`src/rtl/tick_source_ctrl.sv`:
```
// -----------------------------------------------------------------------------
// tick_source_ctrl
//
// Produces the counter-advance tick (pgt_1hz) for the time counter chain from
// the 100 Hz system clock. There is no clock switching here. A run/hold FSM
// and an internal divide-by-DIV counter decide, every cycle, whether the next
// cycle carries a one-cycle tick enable.
//   SLOW : one tick every DIV cycles (1 Hz with DIV=100)
//   FAST : one tick every cycle
//
// Ports
//   clk100    in   system clock; the only clock in this block
//   reset     in   synchronous, active-high; overrides every other input
//   enablen   in   asynchronous switch, 1 = FAST request, 0 = SLOW request
//   start     in   run/resume request, sampled every cycle
//   stop      in   pause request, sampled every cycle; stop beats start
//   pgt_1hz   out  registered one-cycle tick enable for downstream counters
//   running   out  1 while in SLOW or FAST
//   fast_mode out  1 while in FAST
//   state     out  FSM state: IDLE=00 SLOW=01 FAST=10 HOLD=11
//
// Parameters
//   DIV   clk100 cycles per SLOW tick (>= 2)
//   CNT_W divider width, 2**CNT_W >= DIV
// -----------------------------------------------------------------------------
module tick_source_ctrl #(
  parameter int DIV   = 100,
  parameter int CNT_W = 7
) (
  input  logic       clk100,
  input  logic       reset,
  input  logic       enablen,
  input  logic       start,
  input  logic       stop,
  output logic       pgt_1hz,
  output logic       running,
  output logic       fast_mode,
  output logic [1:0] state
);

  typedef enum logic [1:0] {
    IDLE = 2'b00,
    SLOW = 2'b01,
    FAST = 2'b10,
    HOLD = 2'b11
  } state_t;

  localparam logic [CNT_W-1:0] LAST = CNT_W'(DIV - 1);

  state_t           cur_state;
  state_t           nxt_state;
  logic [CNT_W-1:0] div_cnt;
  logic [CNT_W-1:0] div_nxt;
  logic [CNT_W-1:0] cnt_inc;
  logic             en_meta;
  logic             en_s;
  logic             mode_last;      // 1 = last run state was FAST
  logic             mode_last_nxt;
  logic             tick_nxt;

  assign cnt_inc = (div_cnt == LAST) ? '0 : div_cnt + CNT_W'(1);

  // Next-state, divider and tick decisions. Mode decisions only ever look at
  // the synchronized switch en_s, never at the raw enablen pin.
  always_comb begin
    nxt_state     = cur_state;
    div_nxt       = div_cnt;
    mode_last_nxt = mode_last;
    // Stop in the current cycle suppresses the tick it would have produced,
    // so a tick can never land in the first HOLD cycle.
    tick_nxt      = ~stop & (((cur_state == SLOW) && (div_cnt == LAST)) ||
                             (cur_state == FAST));
    case (cur_state)
      IDLE: begin
        div_nxt = '0;
        if (start && !stop) nxt_state = en_s ? FAST : SLOW;
      end
      SLOW: begin
        mode_last_nxt = 1'b0;
        if (stop) begin
          // The stop cycle is still a SLOW cycle and counts toward the period.
          nxt_state = HOLD;
          div_nxt   = cnt_inc;
        end else if (en_s) begin
          nxt_state = FAST;
          div_nxt   = '0;
        end else begin
          div_nxt   = cnt_inc;
        end
      end
      FAST: begin
        mode_last_nxt = 1'b1;
        div_nxt       = '0;
        if (stop)       nxt_state = HOLD;
        else if (!en_s) nxt_state = SLOW;   // restarts a full DIV period
      end
      HOLD: begin
        // Divider is frozen while held. Resuming in the same mode continues
        // the interrupted period; resuming in the other mode starts afresh.
        if (start && !stop) begin
          nxt_state = en_s ? FAST : SLOW;
          if (en_s != mode_last) div_nxt = '0;
        end
      end
      default: nxt_state = IDLE;
    endcase
  end

  always_ff @(posedge clk100) begin
    if (reset) begin
      cur_state <= IDLE;
      div_cnt   <= '0;
      en_meta   <= 1'b0;
      en_s      <= 1'b0;
      mode_last <= 1'b0;
      pgt_1hz   <= 1'b0;
      running   <= 1'b0;
      fast_mode <= 1'b0;
    end else begin
      cur_state <= nxt_state;
      div_cnt   <= div_nxt;
      en_meta   <= enablen;
      en_s      <= en_meta;
      mode_last <= mode_last_nxt;
      pgt_1hz   <= tick_nxt;
      // Decoded from the next state so they line up with the state register.
      running   <= (nxt_state == SLOW) || (nxt_state == FAST);
      fast_mode <= (nxt_state == FAST);
    end
  end

  assign state = cur_state;

endmodule

```
`config.mk`:
```
export PLATFORM = sky130hd
export DESIGN_NAME = tick_source_ctrl
export DESIGN_NICKNAME = d
export VERILOG_FILES = /design/src/rtl/tick_source_ctrl.sv
export SDC_FILE = /design/constraint.sdc
export NUM_CORES = 1
export LEC_CHECK = 0
export BUFFER_PORTS_ARGS = -buffer_cell sky130_fd_sc_hd__buf_2
export CORE_ASPECT_RATIO = 0.9
export CORE_MARGIN = 2
export CORE_UTILIZATION = 30
export CTS_BUF_LIST = sky130_fd_sc_hd__clkbuf_8
export DETAILED_ROUTE_END_ITERATION = 10
export GPL_TIMING_DRIVEN = 0
export SLEW_MARGIN = 40
export SYNTH_ARGS = -nofsm -noshare
export SYNTH_HDL_FRONTEND = slang
export SYNTH_SLANG_ARGS = --single-unit
export TNS_END_PERCENT = 20
```
`constraint.sdc`:
```
create_clock -name clk100 -period 2.4 [get_ports clk100]
set_input_delay 0.48 -clock clk100 [delete_from_list [all_inputs] [get_ports clk100]]
set_output_delay 0.48 -clock clk100 [all_outputs]
set_load 0.005 [all_outputs]
```
==> flow_metrics.tcl, run 1 <==
set metrics [dict create \
    status "completed" \
    die_width_microns 58.2 \
    worst_ep_arrival_time_ns 1.95 \
    initial_core_util_pct 31.9 \
    ys_warn_count 0 \
    core_sq_mm 0.00249 \
    die_height_microns 52.8 \
    fin_crit_sh_pct 76.1 \
    grt_max_degree 11 \
    clock-root-buffer "clkbuf_8" \
    postCtsHoldBufs 0 \
    cts_resized 0 \
    netlist_area_sq_um 795 \
    drv_cap 0 \
    cpPeakStageDelay_ns 0.44 \
    synth_cell_type_count 31 \
    cp-start-kind "flop" \
    synth_flop_cell "dfxtp_1" \
    fin_ws_ns 0.575 \
    grt_overflow 0 \
    fin_crit_ns 1.83 \
    dieArea_sq_mm 0.00308 \
    p_leak_nw 0.365 \
    antenna_cells 0 \
    numPortBuffers 9 \
    yosysSeqAreaShare_pct 37.8 \
    avgSynthCellArea_sq_um 9.03 \
    r2r_start "state[1]" \
    rsz0062_at_grt "false" \
    drt-total-wl_mm 1.55 \
    synth-edff-count 0 \
    dp_hpwl_mm 1.14 \
    tightest_slew_ns 0.446 \
    worstPathMaxFanout 6 \
    slew_viol_final 0 \
    irDropWorstVdd_uv 394 \
    fin_nets 113 \
    worst-setup-path-type "reg -> reg" \
    max_freq_ghz 0.548 \
    antenna_found_initial 0 \
    reg2reg_slack_ns 0.57 \
    worstHoldStart "enablen" \
    gp_congestion 0.883 \
    hold_depth 2 \
    cts_sinks 15 \
    ant_nets 0 \
    drt_iter0_markers 11 \
    path_clk_slew_ns 0.07 \
    r2r-end "running" \
    post_cts_buffers 0 \
    tritoncts "done" \
    vias_per_cell 5.17 \
    grt_pass1_vias 643 \
    async_flop_share_pct 0 \
    setup_viol 0 \
    num_rows 17 \
    powerDensity_mw_per_mm2 862 \
    clock_path_buffers 2 \
    critPathBufInv 1 \
    drc 0 \
    htreeDepth 1 \
    synthToLayoutAreaGrowth_pct 15.9 \
    dr.pass1.iters 4 \
    dp_slack_ns 0.610 \
    hold_class "in -> reg" \
    cp-end-kind "flop" \
    rr_worst_depth 7 \
    synth_seq_cells 15 \
    synthCells 88 \
    skew_ns 0.00700 \
    slowest_stage "dfxtp_1" \
    final.setup.tns_ns 0 \
    min_to "en_meta" \
    cts_buffers 3 \
    synthesis.nets 99 \
    ios 10 \
    finalHoldViolCount 0 \
    grt_first_pass_wirelength_mm 2.77 \
    grt_use_total_pct 12.6 \
    required_ns 2.53 \
    slew-limit-headroom_pct 70.3 \
    clkLatencyLatePin_ns 0.25 \
    routed-via-count 667 \
    drive_gt1_share_pct 21.8 \
    wire_per_inst_microns 12.0 \
    crit_family "adder cells" \
    crit_chain "inv_1 > ha_1 > nor2_1 > a21boi_0 > a31oi_1 > ha_1 > nor2_1" \
]
worst reg2reg max path, cell delays in order (launching register included):
cell,delay [ns]
dfxtp_1,0.44
inv_1,0.13
ha_1,0.28
nor2_1,0.16
a21boi_0,0.27
a31oi_1,0.10
ha_1,0.30
nor2_1,0.04
worst max-delay path by stage:
stage               startpoint       to  depth (start not counted)
finish                state[1]  running                          7
global route          state[1]  running                          7
CTS                   state[1]  running                          7
detailed placement        stop  running                          7
global placement          stop  running                          7
floorplan             state[0]  running                          7
cells in the final DEF, fill, tap and decap left out:
cell type	instances
o221a_4	1
nor3_1	2
or3b_2	1
inv_1	5
mux2i_1	2
or3_1	2
or4_1	2
or3_2	1
nor2_1	6
o21bai_4	1
a21oi_1	8
dfxtp_1	15
a2bb2oi_1	1
clkbuf_1	1
a21boi_0	1
a31oi_1	2
or4b_4	1
a21oi_2	1
o31ai_1	1
clkbuf_8	3
a21boi_1	1
buf_4	1
o21ba_2	1
nor2b_1	3
nand2_1	6
buf_2	9
clkinv_2	1
xor2_1	2
and3_1	1
a311oi_1	1
nor2b_2	1
nand3_1	4
ha_1	6
o21ai_0	7
final cells by class:
cell class,count,area [sq um]
Fill cell,251,1570
Inverter,5,18.8
Buffer,2,11.3
Sequential cell,15,300
Tap cell,28,35.0
Timing Repair Buffer,9,45.0
Clock inverter,1,5.00
Multi-Input combinational cell,66,464
Clock buffer,3,41.3
power by group:
group          switching, W  internal [W]
combinational      0.000149      0.000129
clock             0.0000909      0.000115
sequential        0.0000284      0.000282
registers in the layout (all words and copies together) (netlist names):
| register | count |
|---|---|
| en_s | 1 |
| fast_mode | 1 |
| mode_last | 1 |
| pgt_1hz | 1 |
| running | 1 |
| div_cnt | 7 |
| state | 2 |
| en_meta | 1 |
cells in the mapped netlist (3+ instances only):
| library cell | instances | area [sq um] |
|---|---|---|
| nand3_1 | 4 | 20.0 |
| ha_1 | 6 | 75.1 |
| nand2_1 | 6 | 22.5 |
| o21ai_0 | 7 | 35.0 |
| a21oi_1 | 8 | 40.0 |
| nor2_1 | 6 | 22.5 |
| nor2b_1 | 3 | 18.8 |
| inv_1 | 5 | 18.8 |
| dfxtp_1 | 15 | 300 |
per-stage QoR:
step                      hold slack [ns]  cells  power [W]  utilization [%]  instance area [sq um]
after global placement              0.419    125   0.000583             35.1                    875
final                               0.438    129   0.000793             37.0                    921
after global routing                0.442    129   0.000857             37.0                    921
after floorplan                     0.414     88   0.000519                -                    795
after detailed placement            0.438    125   0.000590             35.1                    875
after CTS                           0.434    129   0.000801             37.0                    921
per-layer routing:
layer | track usage (%) | routed length (microns) | vias to the layer above | part of all wire (%)
met3 | 2.47 | 34 | 4 | 2.2
met2 | 21.4 | 728 | 14 | 47
met4 | 10.1 | 49 | 0 | 3.2
met5 | 0 | 0 | - | 0
met1 | 13.5 | 733 | 307 | 47
li1 | - | - | 342 | -
kinds of logic (layout without fill, tap and decap cells):
kind of cell    after synthesis  count (layout)  synth area share (%)
simple gates                 30              30                  20.9
buf+inv                       7              20                  3.78
flops                        15              15                  37.8
mux                           2               2                  2.52
compound gates               26              26                  23.3
fa+ha+maj                     6               6                  9.45
xor+xnor                      2               2                  2.21
(Power assumes the default switching activity.)
==> run 2, diff against run 1 <==
Clock period 2.4 ns to 1.85 ns, I/O delays scaled along.
==> run 2 against run 1 <==
Routed wire length is 0.52% higher; register-to-register slack worse by 0.46 ns; flip-flop and latch count stayed put; worst setup slack worse by 0.46 ns; global-route usage stayed put; clock-buffer cell count stayed put; combinational power is 29% higher; clock skew hardly changed; final cell count stayed put.
==> flow_metrics.tcl, run 2 (synthesis gave the netlist of run 1 again) <==
set metrics [dict create \
    status "completed" \
    numPortBuffers 9 \
    min_to "en_meta" \
    hold_class "in -> reg" \
    grt_overflow 0 \
    cts_resized 0 \
    wl_met1_microns 735 \
    max_freq_ghz 0.576 \
    vias_per_cell 5.18 \
    crit_family "adder cells" \
    ios 10 \
    largest_reg_flops 7 \
    drt-total-wl_mm 1.55 \
    final_util_pct 37.1 \
    htreeDepth 1 \
    critPathBufInv 1 \
    path_clk_slew_ns 0.07 \
    worstHoldStart "enablen" \
    rsz0062_at_grt "false" \
    irDropWorstVdd_uv 518 \
    met3_length_microns 37 \
    synthToLayoutAreaGrowth_pct 16.2 \
    antenna_found_initial 0 \
    cp-start-kind "flop" \
    final_common_cell "dfxtp_1" \
    grt_max_degree 11 \
    gp_congestion 0.883 \
    tritoncts "done" \
    clock_path_buffers 2 \
    top_layer_used "met4" \
    final.setup.tns_ns 0 \
    setup_viol 0 \
    r2r-end "running" \
    stdcell_count 129 \
    r2r_start "state[1]" \
    cts_sinks 15 \
    worst_ep_arrival_time_ns 1.86 \
    grt_pass1_vias 643 \
    clkLatencyLatePin_ns 0.25 \
    postCtsHoldBufs 0 \
    dp.cells 125 \
    slew-limit-headroom_pct 69.4 \
    cts_buffers 3 \
    worstPathMaxFanout 6 \
    placed_area_sq_um 875 \
    cp-end-kind "flop" \
    fin_crit_ns 1.74 \
    dr.pass1.iters 4 \
    grt_use_total_pct 12.6 \
    initial_core_util_pct 31.9 \
    required_ns 1.98 \
    core_sq_mm 0.00249 \
    tightest_slew_ns 0.460 \
    slew_viol_final 0 \
    routed-via-count 668 \
    skew_ns 0.00715 \
    fin_area_sq_um 923 \
    reg2reg_slack_ns 0.11 \
    clock-root-buffer "clkbuf_8" \
    rr_worst_depth 7 \
    die_height_microns 52.8 \
    routed-wl-met2_microns 731 \
    post_cts_buffers 0 \
    worst-setup-path-type "reg -> reg" \
    dp_hpwl_mm 1.14 \
    die_width_microns 58.2 \
    most-common-layout-cells "dfxtp_1, buf_2, a21oi_1" \
    drt_iter0_markers 11 \
    dieArea_sq_mm 0.00308 \
    drv_cap 0 \
    regMostFlops "div_cnt" \
    crit_chain "inv_1 > ha_1 > nor2_1 > a21boi_0 > a31oi_1 > ha_1 > nor2_1" \
    finalHoldViolCount 0 \
    slowest_stage "dfxtp_2" \
    ant_nets 0 \
    fin_nets 113 \
    drive_gt1_share_pct 23.8 \
    hold_depth 2 \
    fin_crit_sh_pct 93.8 \
    antenna_cells 0 \
    drc 0 \
    cpPeakStageDelay_ns 0.39 \
    num_rows 17 \
    grt_first_pass_wirelength_mm 2.77 \
    p_leak_nw 0.366 \
    powerDensity_mw_per_mm2 1120 \
    wire_per_inst_microns 12.0 \
]
## run 2: power breakdown
| group | internal [W] | total, W | switching, W |
|---|---|---|---|
| logic | 0.000167 | 0.000360 | 0.000193 |
| clock network | 0.000149 | 0.000267 | 0.000118 |
| registers | 0.000369 | 0.000406 | 0.0000368 |
## run 2: area by class of cell
cell class | count | area [sq um]
well taps | 28 | 35.0
flip-flops and latches | 15 | 303
clock inverters | 1 | 5.00
plain buffers | 2 | 11.3
clock buffers | 3 | 41.3
fillers | 249 | 1570
multi-input cells | 66 | 464
inverters | 5 | 18.8
repair buffers | 9 | 45.0
## run 2: per-stage QoR
| step | total power, W | setup WS [ns] | hold WS (ns) |
|---|---|---|---|
| final | 0.00103 | 0.114 | 0.327 |
| after global placement | 0.000756 | 0.124 | 0.419 |
| after global routing | 0.00112 | 0.00514 | 0.331 |
| after floorplan | 0.000673 | 0.262 | 0.414 |
| after detailed placement | 0.000766 | 0.0602 | 0.438 |
| after CTS | 0.00104 | 0.0482 | 0.324 |
## run 2: worst max path at each step
stage	startpoint	to	slack, ns	depth (start not counted)
2_1_floorplan	state[0]	running	0.26	7
3_3_place_gp	state[1]	running	0.12	7
3_5_place_dp	state[1]	running	0.06	7
4_1_cts	state[1]	running	0.05	7
5_1_grt	state[1]	running	0.005	7
6_report	state[1]	running	0.11	7
## run 2: routing by layer
metal | global-route usage [%] | vias up
met5 | 0 | -
met4 | 10.1 | 0
met3 | 2.47 | 4
met2 | 21.4 | 13
met1 | 13.5 | 309
li1 | - | 342
==> run 3, diff against run 2 <==
Settings changed: ABC_AREA from default to 1, CAP_MARGIN from default to 20.
==> run 3 against run 2 <==
Worst hold slack got worse by 0.015 ns; via count rose by 16%; critical path depth did not move; sequential share of layout area fell by 1.4 points; non-clock buffer count fell by 1; clock-buffer cell count did not move; final area rose by 3.5%; synthesized cell count rose by 43%; worst setup slack improved by 0.10 ns; clock skew rose by 0.0018 ns.
==> flow_metrics.tcl, run 3 <==
set metrics [dict create \
    grt_overflow 0 \
    p_leak_nw 0.444 \
    grt_use_total_pct 11.3 \
    fillCellCount 281 \
    worstHoldStart "enablen" \
    synthTopCellsByCount "nand2_1, inv_1, nor2_1" \
    dieArea_sq_mm 0.00320 \
    path_clk_slew_ns 0.07 \
    met3_length_microns 57 \
    synth_cell_type_count 17 \
    final_common_cell "nand2_1" \
    synthesis.nets 137 \
    gp_congestion 0.852 \
    hold_depth 3 \
    dp_slack_ns 0.228 \
    synthToLayoutAreaGrowth_pct 15.2 \
    tightest_slew_ns 0.359 \
    num_rows 18 \
    antenna_found_initial 0 \
    yosysTopAreaCell "dfxtp_1" \
    grt_first_pass_wirelength_mm 2.61 \
    initial_core_util_pct 31.0 \
    required_ns 2.05 \
    clock_path_buffers 2 \
    status "completed" \
    synth_flop_cell "dfxtp_1" \
    core_sq_mm 0.00268 \
    routed-wl-met2_microns 686 \
    rr_worst_depth 7 \
    power_w 0.00105 \
    post_cts_buffers 0 \
    finalHoldViolCount 0 \
    final_util_pct 35.7 \
    r2r_start "state[0]" \
    drt_iter0_markers 23 \
    cts_buffers 3 \
    cp-end-kind "flop" \
    fin_crit_ns 1.63 \
    clock-root-buffer "clkbuf_8" \
    ios 10 \
    powerDensity_mw_per_mm2 1100 \
    worst_ep_arrival_time_ns 1.83 \
    synth_seq_cells 15 \
    fin_ws_ns 0.216 \
    rsz0062_at_grt "false" \
    fin_crit_sh_pct 88.3 \
    cts_sinks 15 \
    slew_viol_final 0 \
    async_flop_share_pct 0 \
    netlist_area_sq_um 830 \
    ys_warn_count 0 \
    synthCells 126 \
    fin_nets 150 \
    dp_hpwl_mm 1.21 \
    synth_area_leaders "dfxtp_1, nand2_1, ha_1" \
    die_width_microns 59.4 \
    r2r-end "running" \
    clkLatencyLatePin_ns 0.26 \
    grt_pass1_vias 640 \
    drive_gt1_share_pct 13.8 \
    drc 0 \
    hold_class "in -> reg" \
    numPortBuffers 8 \
    dr.pass1.iters 5 \
    reg2reg_slack_ns 0.22 \
    top_layer_used "met4" \
    drv_cap 0 \
    yosysMostFrequentCell "nand2_1" \
    slew-limit-headroom_pct 76.0 \
    synth-edff-count 0 \
    yosysSeqAreaShare_pct 36.2 \
    antenna_cells 0 \
    avgSynthCellArea_sq_um 6.58 \
    setup_viol 0 \
    worst-setup-path-type "reg -> reg" \
    stdcell_count 168 \
    largest_reg_flops 7 \
    regMostFlops "div_cnt" \
    skew_ns 0.00891 \
    final.setup.tns_ns 0 \
    max_freq_ghz 0.612 \
    worstPathMaxFanout 7 \
    htreeDepth 1 \
    cts_resized 0 \
    grt_max_degree 11 \
    routed-via-count 775 \
    vias_per_cell 4.61 \
    dp.cells 164 \
    min_to "en_meta" \
    drt-total-wl_mm 1.54 \
    yosys.area.top_type_share_pct 36.2 \
    ant_nets 0 \
    cp-start-kind "flop" \
    wl_met1_microns 741 \
    startpoint "state[0]" \
    most-common-layout-cells "nand2_1, inv_1, nor2_1" \
    postCtsHoldBufs 0 \
    wire_per_inst_microns 9.14 \
    die_height_microns 53.9 \
    irDropWorstVdd_uv 528 \
    tritoncts "done" \
]
## run 3: worst max-delay path, stage by stage, from the launching register on
cell	delay (ns)
dfxtp_1	0.45
inv_1	0.10
ha_1	0.34
nand3_1	0.10
nand2_1	0.05
a21boi_1	0.19
ha_1	0.26
nor2_1	0.09
## run 3: how the worst max path moves through the flow
stage	endpoint	slack, ns	cells after the start
2_1_floorplan	running	0.37	7
3_3_place_gp	running	0.24	7
3_5_place_dp	running	0.23	7
4_1_cts	running	0.21	7
5_1_grt	running	0.07	7
6_report	running	0.22	7
## run 3: layout make-up
cell class / count / area (sq um) / area share [%]
Buffer: 2 / 15.0 / 1.57
Clock buffer: 3 / 41.3 / 4.32
Clock inverter: 1 / 7.51 / 0.785
Inverter: 22 / 82.6 / 8.64
Multi-Input combinational cell: 87 / 432 / 45.2
Sequential cell: 15 / 300 / 31.4
Tap cell: 30 / 37.5 / 3.93
Timing Repair Buffer: 8 / 40.0 / 4.19
## run 3: logic make-up after synthesis
family / count (synthesis) / synth area share, %
adder cells (fa/ha/maj): 6 / 9.05
flip-flops: 15 / 36.2
AND/OR/NAND/NOR: 64 / 32.1
buffers and inverters: 24 / 11.8
AO/OA/AOI/OAI: 17 / 10.9
## run 3: power breakdown
group	leakage, nW	switching, W	internal (W)
clock network	0.0217	0.000128	0.000152
registers	0.122	0.0000387	0.000379
logic	0.300	0.000211	0.000145
total	0.444	0.000377	0.000675
## run 3: routing by layer
| metal | GRT usage, % | up-vias |
|---|---|---|
| met5 | 0 | - |
| met4 | 7.95 | 0 |
| met3 | 3.61 | 5 |
| met2 | 17.0 | 14 |
| met1 | 13.5 | 340 |
| li1 | - | 416 |
## run 3: per-stage QoR
| step | cell area (sq um) | hold slack, ns |
|---|---|---|
| CTS | 956 | 0.311 |
| floorplan | 830 | 0.388 |
| global placement | 907 | 0.392 |
| detailed placement | 907 | 0.398 |
| global route | 956 | 0.314 |
| finish | 956 | 0.312 |
